[src/rtl/cpu_types_pkg.sv]
// Shared CPU datapath types: the ALU word, opcode and flag bundle, plus the
// switch-to-operand sign extension used by the input sequencer.
package cpu_types_pkg;

  localparam int WORD_W = 32;
  localparam int SW_OPERAND_W = 17;

  typedef logic [WORD_W-1:0] word_t;
  typedef logic [3:0] aluop_t;

  typedef struct packed {
    logic negative;
    logic overflow;
    logic zero;
  } aluflags_t;

  // Board switches carry a 17-bit two's-complement operand; bit 16 is the sign.
  function automatic word_t signExtend17(input logic [SW_OPERAND_W-1:0] value);
    return {{(WORD_W - SW_OPERAND_W){value[SW_OPERAND_W-1]}}, value};
  endfunction

endpackage

[src/rtl/alu_input_sequencer_if.sv]
// Operand/result bus between the input sequencer (master) and the ALU (slave).
interface alu_input_sequencer_if;
  import cpu_types_pkg::*;

  word_t  portA;
  word_t  portB;
  aluop_t opcode;
  word_t  alu_out;
  logic   alu_negative;
  logic   alu_overflow;
  logic   alu_zero;

  modport master (
    output portA, portB, opcode,
    input  alu_out, alu_negative, alu_overflow, alu_zero
  );

  modport slave (
    input  portA, portB, opcode,
    output alu_out, alu_negative, alu_overflow, alu_zero
  );

endinterface

[src/rtl/key_debounce.sv]
// One push button: 2-flop synchronizer, optional debounce (ALU_SEQ_DEBOUNCE_EN),
// and a single-cycle pulse when the accepted level falls (key pressed).
module key_debounce #(
  parameter logic [19:0] DEBOUNCE_CYCLES = 20'd500000
) (
  input  logic clk,
  input  logic rst,
  input  logic keyRaw,
  output logic pressPulse
);

  logic keyMeta;
  logic keySync;
  logic accepted;
  logic acceptedPrev;

  // Released is high, so the synchronizer resets to 1 to avoid a fake press.
  always_ff @(posedge clk) begin
    if (rst) begin
      keyMeta <= 1'b1;
      keySync <= 1'b1;
    end else begin
      keyMeta <= keyRaw;
      keySync <= keyMeta;
    end
  end

`ifdef ALU_SEQ_DEBOUNCE_EN
  localparam logic [19:0] CountLimit =
    (DEBOUNCE_CYCLES == 20'd0) ? 20'd0 : DEBOUNCE_CYCLES - 20'd1;

  logic [19:0] stableCount;

  // Count consecutive samples that disagree with the accepted level; any sample
  // that matches it again means the new level was not stable, so start over.
  always_ff @(posedge clk) begin
    if (rst) begin
      stableCount <= 20'd0;
      accepted    <= 1'b1;
    end else if (keySync == accepted) begin
      stableCount <= 20'd0;
    end else if (stableCount >= CountLimit) begin
      stableCount <= 20'd0;
      accepted    <= keySync;
    end else begin
      stableCount <= stableCount + 20'd1;
    end
  end
`else
  logic unusedDebounceCfg;
  assign unusedDebounceCfg = ^DEBOUNCE_CYCLES;
  assign accepted = keySync;
`endif

  always_ff @(posedge clk) begin
    if (rst) begin
      acceptedPrev <= 1'b1;
    end else begin
      acceptedPrev <= accepted;
    end
  end

  assign pressPulse = acceptedPrev & ~accepted;

endmodule

[src/rtl/alu_input_sequencer.sv]
// Steps ALU operands, opcode and result capture from board switches and keys.
// Define ALU_SEQ_DEBOUNCE_EN to debounce the enter/abort keys.
module alu_input_sequencer
  import cpu_types_pkg::*;
#(
  parameter logic [19:0] DEBOUNCE_CYCLES = 20'd500000
) (
  input  logic                        CLK,
  input  logic                        RST,
  input  logic [17:0]                 SW,
  input  logic [3:0]                  KEY,
  alu_input_sequencer_if.master       aluBus,
  output word_t                       result,
  output logic [2:0]                  flags,
  output logic                        result_valid,
  output logic [2:0]                  state_code
);

  typedef enum logic [2:0] {
    LOAD_A  = 3'd0,
    LOAD_B  = 3'd1,
    LOAD_OP = 3'd2,
    EXEC    = 3'd3,
    SHOW    = 3'd4
  } state_t;

  state_t    state;
  logic [17:0] swMeta;
  logic [17:0] swSync;
  logic      enterPulse;
  logic      abortPulse;
  word_t     portAReg;
  word_t     portBReg;
  aluop_t    opcodeReg;
  aluflags_t aluFlags;
  logic      unusedInputs;

  assign unusedInputs = ^{KEY[3:2], swSync[17]};

  always_ff @(posedge CLK) begin
    if (RST) begin
      swMeta <= '0;
      swSync <= '0;
    end else begin
      swMeta <= SW;
      swSync <= swMeta;
    end
  end

  key_debounce #(.DEBOUNCE_CYCLES(DEBOUNCE_CYCLES)) uEnterKey (
    .clk        (CLK),
    .rst        (RST),
    .keyRaw     (KEY[0]),
    .pressPulse (enterPulse)
  );

  key_debounce #(.DEBOUNCE_CYCLES(DEBOUNCE_CYCLES)) uAbortKey (
    .clk        (CLK),
    .rst        (RST),
    .keyRaw     (KEY[1]),
    .pressPulse (abortPulse)
  );

  assign aluFlags = '{negative: aluBus.alu_negative,
                      overflow: aluBus.alu_overflow,
                      zero:     aluBus.alu_zero};

  // Abort outranks enter in every state; enter has no effect while in EXEC.
  always_ff @(posedge CLK) begin
    if (RST || abortPulse) begin
      state        <= LOAD_A;
      portAReg     <= '0;
      portBReg     <= '0;
      opcodeReg    <= '0;
      result       <= '0;
      flags        <= 3'b000;
      result_valid <= 1'b0;
    end else begin
      case (state)
        LOAD_A: begin
          if (enterPulse) begin
            portAReg <= signExtend17(swSync[16:0]);
            state    <= LOAD_B;
          end
        end
        LOAD_B: begin
          if (enterPulse) begin
            portBReg <= signExtend17(swSync[16:0]);
            state    <= LOAD_OP;
          end
        end
        LOAD_OP: begin
          if (enterPulse) begin
            opcodeReg <= swSync[3:0];
            state     <= EXEC;
          end
        end
        EXEC: begin
          result       <= aluBus.alu_out;
          flags        <= aluFlags;
          result_valid <= 1'b1;
          state        <= SHOW;
        end
        SHOW: begin
          if (enterPulse) begin
            result_valid <= 1'b0;
            state        <= LOAD_A;
          end
        end
        default: begin
          result_valid <= 1'b0;
          state        <= LOAD_A;
        end
      endcase
    end
  end

  assign aluBus.portA  = portAReg;
  assign aluBus.portB  = portBReg;
  assign aluBus.opcode = opcodeReg;
  assign state_code    = state;

endmodule

[src/flat_wrapper.sv]
// flat-port wrapper written by rule: the top's interface ports become plain ports
module alu_input_sequencer_flat import cpu_types_pkg::*;
#(
  parameter logic [19:0] DEBOUNCE_CYCLES = 20'd500000
)
  (CLK, RST, SW, KEY, result, flags, result_valid, state_code, aluBus_portA, aluBus_portB, aluBus_opcode, aluBus_alu_out, aluBus_alu_negative, aluBus_alu_overflow, aluBus_alu_zero);
  alu_input_sequencer_if aluBus_i ();
  input  logic CLK;
  input  logic RST;
  input  logic [17:0] SW;
  input  logic [3:0] KEY;
  output word_t result;
  output logic [2:0] flags;
  output logic result_valid;
  output logic [2:0] state_code;
  output wire logic [$bits(aluBus_i.portA)-1:0] aluBus_portA;
  output wire logic [$bits(aluBus_i.portB)-1:0] aluBus_portB;
  output wire logic [$bits(aluBus_i.opcode)-1:0] aluBus_opcode;
  input wire logic [$bits(aluBus_i.alu_out)-1:0] aluBus_alu_out;
  input wire logic [$bits(aluBus_i.alu_negative)-1:0] aluBus_alu_negative;
  input wire logic [$bits(aluBus_i.alu_overflow)-1:0] aluBus_alu_overflow;
  input wire logic [$bits(aluBus_i.alu_zero)-1:0] aluBus_alu_zero;
  assign aluBus_portA = aluBus_i.portA;
  assign aluBus_portB = aluBus_i.portB;
  assign aluBus_opcode = aluBus_i.opcode;
  assign aluBus_i.alu_out = aluBus_alu_out;
  assign aluBus_i.alu_negative = aluBus_alu_negative;
  assign aluBus_i.alu_overflow = aluBus_alu_overflow;
  assign aluBus_i.alu_zero = aluBus_alu_zero;
  alu_input_sequencer #(.DEBOUNCE_CYCLES(DEBOUNCE_CYCLES)) u_core (.CLK(CLK), .RST(RST), .SW(SW), .KEY(KEY), .aluBus(aluBus_i), .result(result), .flags(flags), .result_valid(result_valid), .state_code(state_code));
endmodule
[config.mk]
export PLATFORM = sky130hd
export DESIGN_NAME = alu_input_sequencer_flat
export DESIGN_NICKNAME = d
export VERILOG_FILES = /design/src/rtl/cpu_types_pkg.sv /design/src/rtl/alu_input_sequencer_if.sv /design/src/rtl/key_debounce.sv /design/src/rtl/alu_input_sequencer.sv /design/src/flat_wrapper.sv
export SDC_FILE = /design/constraint.sdc
export NUM_CORES = 1
export LEC_CHECK = 0
export ABC_AREA = 1
export BUFFER_PORTS_ARGS = -buffer_cell sky130_fd_sc_hd__buf_2
export CELL_PAD_IN_SITES_DETAIL_PLACEMENT = 0
export CELL_PAD_IN_SITES_GLOBAL_PLACEMENT = 1
export CORE_MARGIN = 8
export CORE_UTILIZATION = 34
export DETAILED_ROUTE_END_ITERATION = 6
export GPL_TIMING_DRIVEN = 0
export PLACE_DENSITY = 0.76
export SLEW_MARGIN = 20
export SYNTH_ARGS = -nofsm -noshare
export SYNTH_HDL_FRONTEND = slang
export SYNTH_SLANG_ARGS = --single-unit
[constraint.sdc]
create_clock -name CLK -period 1.45 [get_ports CLK]
set_input_delay 0.29 -clock CLK [delete_from_list [all_inputs] [get_ports CLK]]
set_output_delay 0.29 -clock CLK [all_outputs]
set_load 0.005 [all_outputs]
# Word-level counts from Yosys, hierarchy flattened
# Index checks and enable logic that the tools add are counted.
# op_classes
eq_ne,8
muxes,7
n_bitwise,5
reduce_logical,8
# ops
op,count
one-hot mux 3 bit (5 select lines),1
two-way mux 3 bit,4
!= test 2 x 1 -> 1 bit (second input constant),4
AND reduction 2 bit,4
== test 3 x 2 -> 1 bit (second input constant),2
AND reduction 4 bit,1
== test 3 x 1 -> 1 bit (second input constant),1
== test 3 bit (second input constant),1
logical NOT 3 bit,1
NOT 1 bit,3
one-hot mux 1 bit (3 select lines),1
OR reduction 3 bit,1
bitwise AND 1 bit,2
logical OR 1 bit,1
two-way mux 1 bit,1
# totals
ff_bits,117
inputBits,59
output_inout_bits,107

# Longest topological paths before layout
# Gate-level depths: netlist of run 1.
# logic_depth
ltp_word,4
depth_mapped,7
mapped_depth_nobuf,6

# Modules after synthesis
# From an unflattened synthesis of run 1, not the netlist that was laid out.
# hier_totals
hier_cells,547
area_unflattened_um2,4337.9
# modules_own_cells
module,instances,cells_per_inst,area_per_inst_um2,seq_area_each_um2
alu_input_sequencer,1,523,4150.2,2222.1
key_debounce,2,12,93.8,60.1

# Worst setup path before layout of run 1
# No wires, ideal clock.
# synth_path
kind,reg-to-reg
from,register u_core.state[1] (netlist: u_core.state_code[1])
to,register u_core.result_valid
arrival_time_ns,1.022
required_time_ns,1.333
slack_ns,0.312
stages_incl_launch_ff,7
synth_period_minus_slack_ns,1.138
path_cell_list,dfxtp_1 > buf_6 > inv_2 > buf_4 > buf_4 > a31oi_1 > nor2_1
# synth_via
elab_chain_len,4
elab_cells_between_ends,10
classes_between,eq/ne (5); mux (1); bitwise (1); reduce/logical (3)
# synth_lines
element,line_no,source
start: declaration,alu_input_sequencer.sv:27,state_t state;
start signal: assignment,alu_input_sequencer.sv:71,state <= LOAD_A;
start signal: assignment,alu_input_sequencer.sv:83,state <= LOAD_B;
start signal: assignment,alu_input_sequencer.sv:89,state <= LOAD_OP;
"parallel branches: the longest is 4 deep, another holds == test 3 x 1 -> 1 bit",n/a,
end signal: assignment,alu_input_sequencer.sv:77,result_valid <= 1'b0;
end signal: assignment,alu_input_sequencer.sv:101,result_valid <= 1'b1;
end signal: assignment,alu_input_sequencer.sv:106,result_valid <= 1'b0;
end: declaration,alu_input_sequencer.sv:15,"output logic result_valid,"
# Several ways; the timed one is not identified.
# A chain may end at the register's enable or synchronous reset.

==> results.txt, run 1 <==
The number of clock sinks is between 100 and 150. The run finished with clean final reports. The initial antenna violation count is 0.

The number of nets in the finished design came out at 797. The origin of the critical flop-to-flop path is u_core.state_code[1]$_SDFFE_PP0P_. The destination of the worst register-to-register timing path is u_core.result[6]$_SDFFE_PP0P_.

The worst hold path terminates at u_core.uAbortKey.keyMeta$_SDFF_PP1_. The final wirelength is 11,400 um. The required time of the worst setup path came out at approximately 1.2 ns. The effective utilization at floorplan came out at between 30% and 40%.

The die extent in y is between 100 and 150 um. The later pin in the worst-skew pair is clocked with a latency of around 0.4 ns. The total of max-cap violations is 0. For this run, design rule violations remaining after detail routing come to 0. The chip width is about 130 um. Among cell families on the critical path, the largest total delay comes from flip-flops. The area inside the core boundary is 0.0126 mm2. Buffers placed on the I/O ports in this run total between 150 and 200. The number of buffer and inverter instances along the worst setup path is 2. The first-iteration detailed-routing DRC count is 130. The clock period minus worst slack is approximately 1.4 ns. In the routed layout, each cell is associated on average with a via count of just over 4. In the post-synthesis netlist, the biggest area contributors are sky130_fd_sc_hd__dfxtp_1 54%, sky130_fd_sc_hd__nor2_1 16%, sky130_fd_sc_hd__buf_4 5.7%. Counting along the longest clock path gives a buffer depth of 2. The total inserted antenna cells is 0.

The worst hold path was traced through 2 stages. The adder and majority gate portion of the synthesized area came out at 0%. The worst hold margin came out at 0.0749 ns.

The clock-pin slew on the worst setup and hold paths is about 0.050 ns. The combined global-route utilization of all metal layers came out at between 10% and 20%. The worst setup path is captured at a primary output. The slew at the pin closest to its max-slew limit came out at 0.433 ns. The setup fix buffers added after clock tree synthesis came out at 0. The Yosys warning count is 0.

The count of pins over their slew limit is 0. The first-pass GRT wire length is roughly 18,000 um. The number of placed instances, taps included, is 891. The startpoint class of the critical path is a flip-flop. The portion of the clock cycle consumed by the worst path in the final layout came out at a little over nine tenths.

The reg2reg setup slack is 0.12 ns. The longest individual stage delay on the worst path came out at ~0.44 ns. The highest clock frequency the design can meet is approximately 0.73 GHz. After global routing the overflow that remains totals 0. The post-layout instance area is a little under 0.006 mm2. Data on the critical path arrives at its endpoint at between 1 and 1.5 ns. The post-synthesis sequential area ratio is about 54%. The worst-case headroom to the max-slew limit is between 70% and 80%. The die area came out at 0.0167 mm2. The count of standard-cell rows came out at 41.

The first-pass detailed-route iteration total came out at 4. The pin count of the biggest net entering global routing came out at 18. The number of different library cells in the post-synthesis netlist came out at 17. The tree is rooted in a sky130_fd_sc_hd__clkbuf_16. The master of the slowest instance on the critical path is sky130_fd_sc_hd__dfxtp_4. Setup repair after global routing left no endpoint under its margin. The via count is 3,827. The average wire per standard cell came out at 12.4 um. The net count after synthesis came out at just over 600. Traced cell by cell, the critical path runs through buf_4 > buf_2. Synthesis produced a netlist whose cell count is roughly 560. For the worst flop-to-flop path, the logic depth is 5. The critical path is of the reg -> out type. The mapped netlist covers ~0.0044 mm2. The count of cells in the finished layout, fillers not included, comes to roughly 920.

After detailed placement, the total cell area comes to 0.00538 mm2. The H-tree generated during clock tree synthesis spans 4 levels. The number of top-level pins came out at between 150 and 200. The proportion of synthesized area in mux cells came out at 0%.

For the final routed database, the setup TNS stands at 0 ns. The fraction of final layout cells with drive strength greater than 1 came out at between 30% and 40%. Routability-driven placement finished with a final weighted congestion of between 0.7 and 0.8.

The signed area change from the synthesized netlist to the final layout is 35.9%. In this run, synthesis produced a sequential element count of approximately 120. The leakage power summed over all cells came out at just under 0.003 uW. The clock buffer count from CTS came out at 17.

The number of nets with antenna violations after detailed routing is 0. The worst ir drop on vdd came out at ~0.78 mV. The via count of the first global-routing pass is about 3,700.

TritonCTS built the clock tree. The number of hold violations in the final report was 0. The total of endpoints with negative setup slack in the final report came out at 0.

In this run the most critical hold path is launched from KEY[1]. The most area-hungry cell type in the Yosys netlist is sky130_fd_sc_hd__dfxtp_1. The path class of the tightest hold or removal check is in -> reg. The maximum clock skew at final layout came out at ~0.0071 ns. Summing the areas of all xor and xnor instances in the mapped netlist gives 0% of the synthesized area. After Yosys synthesis, and, or, nand and nor cells account for between 20% and 30% of the synthesized area. After synthesis, the largest family of logic cells by area is simple AND/OR/NAND/NOR gates. In this run the biggest area consumer among cell types represents approximately 54% of the synthesized area. The wire-length estimate of the detail-placed layout is around 9000 um. The average instance in the mapped netlist occupies between 7 and 8 um2. Summing the areas of all compound-gate instances in the mapped netlist gives 4.74% of the synthesized area. In this run the power density over the cells is 1240 mW/mm2. The top fanout value on the critical path is 17.
stage by stage:
step / total power, uW / setup WS (ns) / utilization [%]
finish: 7360 / 0.0825 / 47.1
global route: 7670 / 0.00917 / 47.1
CTS: 7470 / 0.00876 / 47.0
detailed placement: 3870 / 0.0102 / 42.8
global placement: 3860 / 0.0477 / 42.8
floorplan: 3670 / 0.312 / -
flip-flops by register name, summed over array words and instances (netlist names), 3 cells and up:
| register | flops |
|---|---|
| u_core.swSync | 17 |
| u_core.aluBus.portA | 17 |
| u_core.aluBus.portB | 17 |
| u_core.aluBus.opcode | 4 |
| u_core.state_code | 3 |
| u_core.result | 32 |
| u_core.flags | 3 |
| u_core.swMeta | 17 |
routing by layer:
layer  up-vias  part of all wire, %  track usage, %
met2       100                   50            23.4
met3        10                  6.6            3.94
met5         -                    0               0
met4         0                  1.4            6.70
li1       2043                    -               -
met1      1674                   42            15.6
worst max path at each step:
stage / start / slack (ns) / to / cells after the start
after floorplan: u_core.state_code[1]$_SDFFE_PP0P_ / 0.31 / u_core.result_valid$_SDFFE_PP0P_ / 6
after global placement: RST / 0.05 / u_core.flags[0]$_SDFFE_PP0P_ / 6
after detailed placement: RST / 0.01 / u_core.flags[1]$_SDFFE_PP0P_ / 6
after CTS: u_core.state_code[1]$_SDFFE_PP0P_ / 0.009 / u_core.result[29]$_SDFFE_PP0P_ / 5
after global routing: u_core.state_code[1]$_SDFFE_PP0P_ / 0.009 / u_core.result[29]$_SDFFE_PP0P_ / 5
final: u_core.aluBus.portB[16]$_SDFFE_PP0P_ / 0.08 / aluBus_portB[25] / 2
cells by family (layout without fill, tap and decap cells):
group,after synthesis,after routing
compound gates,41,41
flops,117,117
simple gates,279,279
buf+inv,120,313
report_power, final:
part           internal (uW)  switching (uW)  total (uW)
sequential              3300            34.1        3330
clock                   2150            1410        3570
combinational            211             252         463
cell usage in the layout, fill, tap and decap left out:
cell | synthesis | final
sky130_fd_sc_hd__o21ai_0 | 36 | 36
sky130_fd_sc_hd__buf_2 | 10 | 173
sky130_fd_sc_hd__inv_2 | 2 | 2
sky130_fd_sc_hd__clkinv_2 | 0 | 5
sky130_fd_sc_hd__clkinv_4 | 0 | 3
sky130_fd_sc_hd__nand3_1 | 19 | 19
sky130_fd_sc_hd__buf_4 | 33 | 33
sky130_fd_sc_hd__a31oi_1 | 1 | 1
sky130_fd_sc_hd__buf_6 | 7 | 7
sky130_fd_sc_hd__inv_1 | 58 | 58
sky130_fd_sc_hd__dfxtp_4 | 0 | 2
sky130_fd_sc_hd__or2_2 | 4 | 4
sky130_fd_sc_hd__nand4_1 | 22 | 22
sky130_fd_sc_hd__nand3_2 | 1 | 1
sky130_fd_sc_hd__nor2_4 | 3 | 3
sky130_fd_sc_hd__nor2_2 | 0 | 1
sky130_fd_sc_hd__a21oi_1 | 4 | 3
sky130_fd_sc_hd__nand2_1 | 46 | 46
sky130_fd_sc_hd__nor2_1 | 184 | 183
sky130_fd_sc_hd__clkinvlp_4 | 0 | 5
sky130_fd_sc_hd__a21oi_2 | 0 | 1
sky130_fd_sc_hd__clkbuf_2 | 0 | 4
sky130_fd_sc_hd__dfxtp_1 | 117 | 115
sky130_fd_sc_hd__clkbuf_16 | 0 | 17
sky130_fd_sc_hd__clkbuf_1 | 10 | 6
layout make-up:
class	instances	area [um2]
Fill cell	1303	6650
Sequential cell	117	2350
Multi-Input combinational cell	320	1380
Timing Repair Buffer	162	811
Clock buffer	18	429
Buffer	60	420
Inverter	60	225
Tap cell	172	215
Clock inverter	13	88.8
cells in the mapped netlist:
cell type and n:
sky130_fd_sc_hd__a21oi_1 4, sky130_fd_sc_hd__or2_2 4, sky130_fd_sc_hd__inv_1 58, sky130_fd_sc_hd__buf_2 10, sky130_fd_sc_hd__buf_4 33, sky130_fd_sc_hd__a31oi_1 1, sky130_fd_sc_hd__inv_2 2, sky130_fd_sc_hd__clkbuf_1 10
sky130_fd_sc_hd__o21ai_0 36, sky130_fd_sc_hd__buf_6 7, sky130_fd_sc_hd__nand4_1 22, sky130_fd_sc_hd__nor2_1 184, sky130_fd_sc_hd__nand3_1 19, sky130_fd_sc_hd__nand2_1 46, sky130_fd_sc_hd__nor2_4 3, sky130_fd_sc_hd__dfxtp_1 117
sky130_fd_sc_hd__nand3_2 1
repair_timing:
item,4_1_cts,5_1_grt
resized for setup,4,13
pin swaps,0,0
endpoints found under the setup margin,32,32
hold buffers,0,0
gates cloned,0,0
worst register-to-register path, stage by stage (launching register included):
cell	delay [ns]
sky130_fd_sc_hd__dfxtp_1	0.37
sky130_fd_sc_hd__buf_6	0.16
sky130_fd_sc_hd__nand3_2	0.19
sky130_fd_sc_hd__clkbuf_2	0.23
sky130_fd_sc_hd__o21ai_0	0.20
sky130_fd_sc_hd__nor2_1	0.06
(Power assumes the default switching activity.)
==> run 2, diff against run 1 <==
--- a/config.mk
+++ b/config.mk
@@ -14,6 +14,7 @@
 export DETAILED_ROUTE_END_ITERATION = 6
 export GPL_TIMING_DRIVEN = 0
 export PLACE_DENSITY = 0.76
+export SETUP_SLACK_MARGIN = 0.5
 export SLEW_MARGIN = 20
 export SYNTH_ARGS = -nofsm -noshare
 export SYNTH_HDL_FRONTEND = slang
==> run 2 against run 1 <==
Compared with the run above: sequential cell count unchanged; clock power up 20%; final cell count up 7.8%; non-clock buffer count up 69; worst setup slack worse by 0.027 ns; wire length up 26%; maximum frequency down 1.9%; count of clock-buffer cells in the layout up 3; register-to-register slack better by 0.06 ns; design area up 35%; via count up 14%; sequential share of layout area down 9.0 points; critical endpoint is now aluBus_portB[18]; largest cell class is now buffers.
==> results.txt, run 2 (synthesis gave the netlist of run 1 again) <==
The count of standard-cell rows is 41 (unchanged). The first-iteration detailed-routing DRC count came out at 188 (+45%). The CTS tree is built. The origin of the critical flop-to-flop path is u_core.state_code[0]$_SDFFE_PP0P_. The clock buffer count from CTS is 17 (unchanged).

The cell count of the worst reg-to-reg path came out at 7 (+2). The path class of the tightest hold or removal check is in -> reg. The count of placed standard cells including taps was 891 (unchanged). The pin count of the biggest net entering global routing is 18 (unchanged).

The endpoint identified for the worst register-to-register timing path is u_core.aluBus.portB[10]$_SDFFE_PP0P_. The number of hold violations in the final report is 0 (unchanged). The die area is 0.0167 mm2 (unchanged). The first-pass detailed-route iteration total came out at 6 (+2).

The total power consumption of the routed design is 8310 uW (+13%). The highest clock frequency the design can meet is 0.717 GHz (-1.9%). The fraction of final layout cells with drive strength greater than 1 came out at 61.8% (+27 points).

The run finished with clean final reports. The signed area change from the synthesized netlist to the final layout came out at 83.6%. The first-pass GRT wire length is 21,700 um (+20%). The weighted congestion at the end of routability-driven global placement is 0.774 (-2.2%). The final cell count without fillers came to 994 (+7.8%).

The amount of wire on met3 after detailed routing is 990 um (+31%). The via count is 4,354 (+14%). The number of levels the H-tree was split into came out at 4 (unchanged). The clock network latency to the later pin of the worst-skew pair came out at 0.40 ns (about the same). The average wire per standard cell came out at 14.5 um (+17%).

The number of fill cells in the layout came to 1,022 (-22%). The highest metal layer used by the detailed router is met4. The reg2reg setup slack is 0.18 ns (+0.06 ns).

The maximum root-to-sink buffer count came out at 2 (unchanged). The worst-case headroom to the max-slew limit is 73.8% (+2.6 points). The area inside the core boundary came out at 0.0126 mm2 (unchanged). The effective utilization at floorplan is 34.6% (unchanged). The slew at the pin closest to its max-slew limit is 0.394 ns (-0.0391 ns). The number of top-level pins is 166 (unchanged). The count of pins over their slew limit is 0 (unchanged). The number of buffers added to fix hold violations after cts came out at 0 (unchanged).

Tracing the worst setup path back leads to its startpoint at u_core.aluBus.portB[16]$_SDFFE_PP0P_. The via density per instance was 4.38 (+5.5%). The number of nets with antenna violations after detailed routing is 0 (unchanged). The arrival time of the worst setup path is 1.10 ns (+0.02 ns). The worst setup path is of the reg -> out kind.

The via count of the first global-routing pass is 4,268 (+16%). Leaving out fill and tap cells, the most frequent cell in the layout is sky130_fd_sc_hd__nor2_1. The detailed-routed wire length on met2 is 7270 um (+27%). Setup repair after global routing could not meet its margin everywhere. The total of max-cap violations came out at 0 (unchanged).

The combined global-route utilization of all metal layers is 16.6% (+2.8 points). The sum of net half-perimeters after detailed placement came out at 8870 um (-1.9%). The number of clock sinks came out at 117 (unchanged).

The overall overflow remaining after global route came to 0 (unchanged). The worst ir drop on vdd came out at 0.710 mV (-9.0%). The leakage power summed over all cells is 0.00370 uW (+25%). The maximum clock skew at final layout is 0.00919 ns (+0.00211 ns).

The worst setup path is launched from a flip-flop. In the layout the commonest cells are 154 x sky130_fd_sc_hd__nor2_1, 123 x sky130_fd_sc_hd__buf_6, 97 x sky130_fd_sc_hd__buf_2. The routed metal-1 wirelength is 5750 um (+20%). The chip width was 129 um (unchanged). The number of input and output port buffers inserted came to 162 (unchanged). The top fanout value on the critical path came out at 8 (-9). The largest register by flop count is u_core.result. The clock-pin slew on the worst setup and hold paths came out at 0.05 ns (about the same). The die extent in y came to 129 um (unchanged).

The final-layout setup total negative slack is 0 ns (unchanged). The number of flip-flops in the largest register came out at 32 (unchanged). The total inserted antenna cells was 0 (unchanged). The total of endpoints with negative setup slack in the final report is 0 (unchanged).

The final wirelength came out at 14,400 um (+26%). The portion of the clock cycle consumed by the worst path in the final layout is 96.2% (+1.9 points). The initial antenna violation count came out at 0 (unchanged). The root buffer cell chosen for the clock tree is sky130_fd_sc_hd__clkbuf_16.

The clock period minus worst slack came out at 1.39 ns (+0.0270 ns). The end point of the critical path is aluBus_portB[18]. The number of remaining DRC errors came out at 0 (unchanged). The required time of the worst setup path came to 1.16 ns (about the same). The number of nets in the finished design was 868 (+8.9%).

The power density over cell area came out at 1040 mW/mm2 (-16%). The worst setup path is captured at a primary output.
-- run 2: cell types whose count changed in the layout (fill, tap and decap cells not counted), moves of 14 or more --
cell and delta:
sky130_fd_sc_hd__buf_2 -76, sky130_fd_sc_hd__buf_4 +14, sky130_fd_sc_hd__buf_6 +116, sky130_fd_sc_hd__dfxtp_1 -76, sky130_fd_sc_hd__dfxtp_2 +71, sky130_fd_sc_hd__nand2_1 -14, sky130_fd_sc_hd__nand3_1 -19, sky130_fd_sc_hd__nor2_1 -29
sky130_fd_sc_hd__nor2_2 +20, sky130_fd_sc_hd__o21ai_0 -32, sky130_fd_sc_hd__o21ai_2 +27
-- run 2: worst max-delay path, stage by stage, from the launching register on --
cell	delay (ns)
sky130_fd_sc_hd__dfxtp_4	0.35
sky130_fd_sc_hd__buf_8	0.14
sky130_fd_sc_hd__buf_6	0.11
sky130_fd_sc_hd__buf_6	0.10
-- run 2: worst min-delay path by stage --
stage,start,to,cells past startpoint
after global routing,KEY[1],u_core.uAbortKey.keyMeta$_SDFF_PP1_,2
after detailed placement,u_core.uAbortKey.keyMeta$_SDFF_PP1_,u_core.uAbortKey.accepted$_SDFF_PP1_,1
final,KEY[1],u_core.uAbortKey.keyMeta$_SDFF_PP1_,2
after CTS,KEY[1],u_core.uAbortKey.keyMeta$_SDFF_PP1_,2
after floorplan,u_core.swMeta[0]$_SDFF_PP0_,u_core.swSync[0]$_SDFF_PP0_,2
after global placement,u_core.uAbortKey.keyMeta$_SDFF_PP1_,u_core.uAbortKey.accepted$_SDFF_PP1_,1
-- run 2: area by class of cell --
type / instances / area, um2 / share of cell area (%)
inverters: 60 / 248 / 3.10
clock buffers: 21 / 470 / 5.89
repair buffers: 231 / 1960 / 24.5
well taps: 172 / 215 / 2.69
repair inverters: 1 / 11.3 / 0.141
multi-input cells: 321 / 1860 / 23.3
plain buffers: 60 / 623 / 7.80
flip-flops and latches: 117 / 2460 / 30.7
clock inverters: 11 / 150 / 1.88
-- run 2: metrics by stage --
step	instance area (um2)	util [%]	hold WS (ns)	worst slack [ns]
after global routing	7990	63.6	0.0659	0.0209
final	7990	63.6	0.0700	0.0555
after detailed placement	5470	43.5	0.394	0.115
after CTS	7300	58.1	0.0557	0.0701
after global placement	5470	43.5	0.393	0.141
after floorplan	4440	-	0.388	0.366
-- run 2: power breakdown --
group / internal (uW) / total [uW] / leakage, uW / switching (uW)
Clock: 2840 / 4280 / 0.000299 / 1440
Combinational: 350 / 698 / 0.00240 / 349
Sequential: 3290 / 3330 / 0.000993 / 42.8
-- run 2: repair_timing --
item                                    4_1_cts  5_1_grt
gates cloned                                 12        0
pin swaps                                    45       33
endpoints found under the setup margin      184      184
gates resized for setup                     273      128
hold endpoints to repair                      0        0
buffers inserted                             39       20
-- run 2: layer usage --
| layer | up-vias | GRT usage [%] |
|---|---|---|
| met4 | 0 | 8.36 |
| met3 | 27 | 4.11 |
| met2 | 145 | 29.1 |
| met5 | - | 0 |
| met1 | 1984 | 18.2 |
| li1 | 2198 | - |
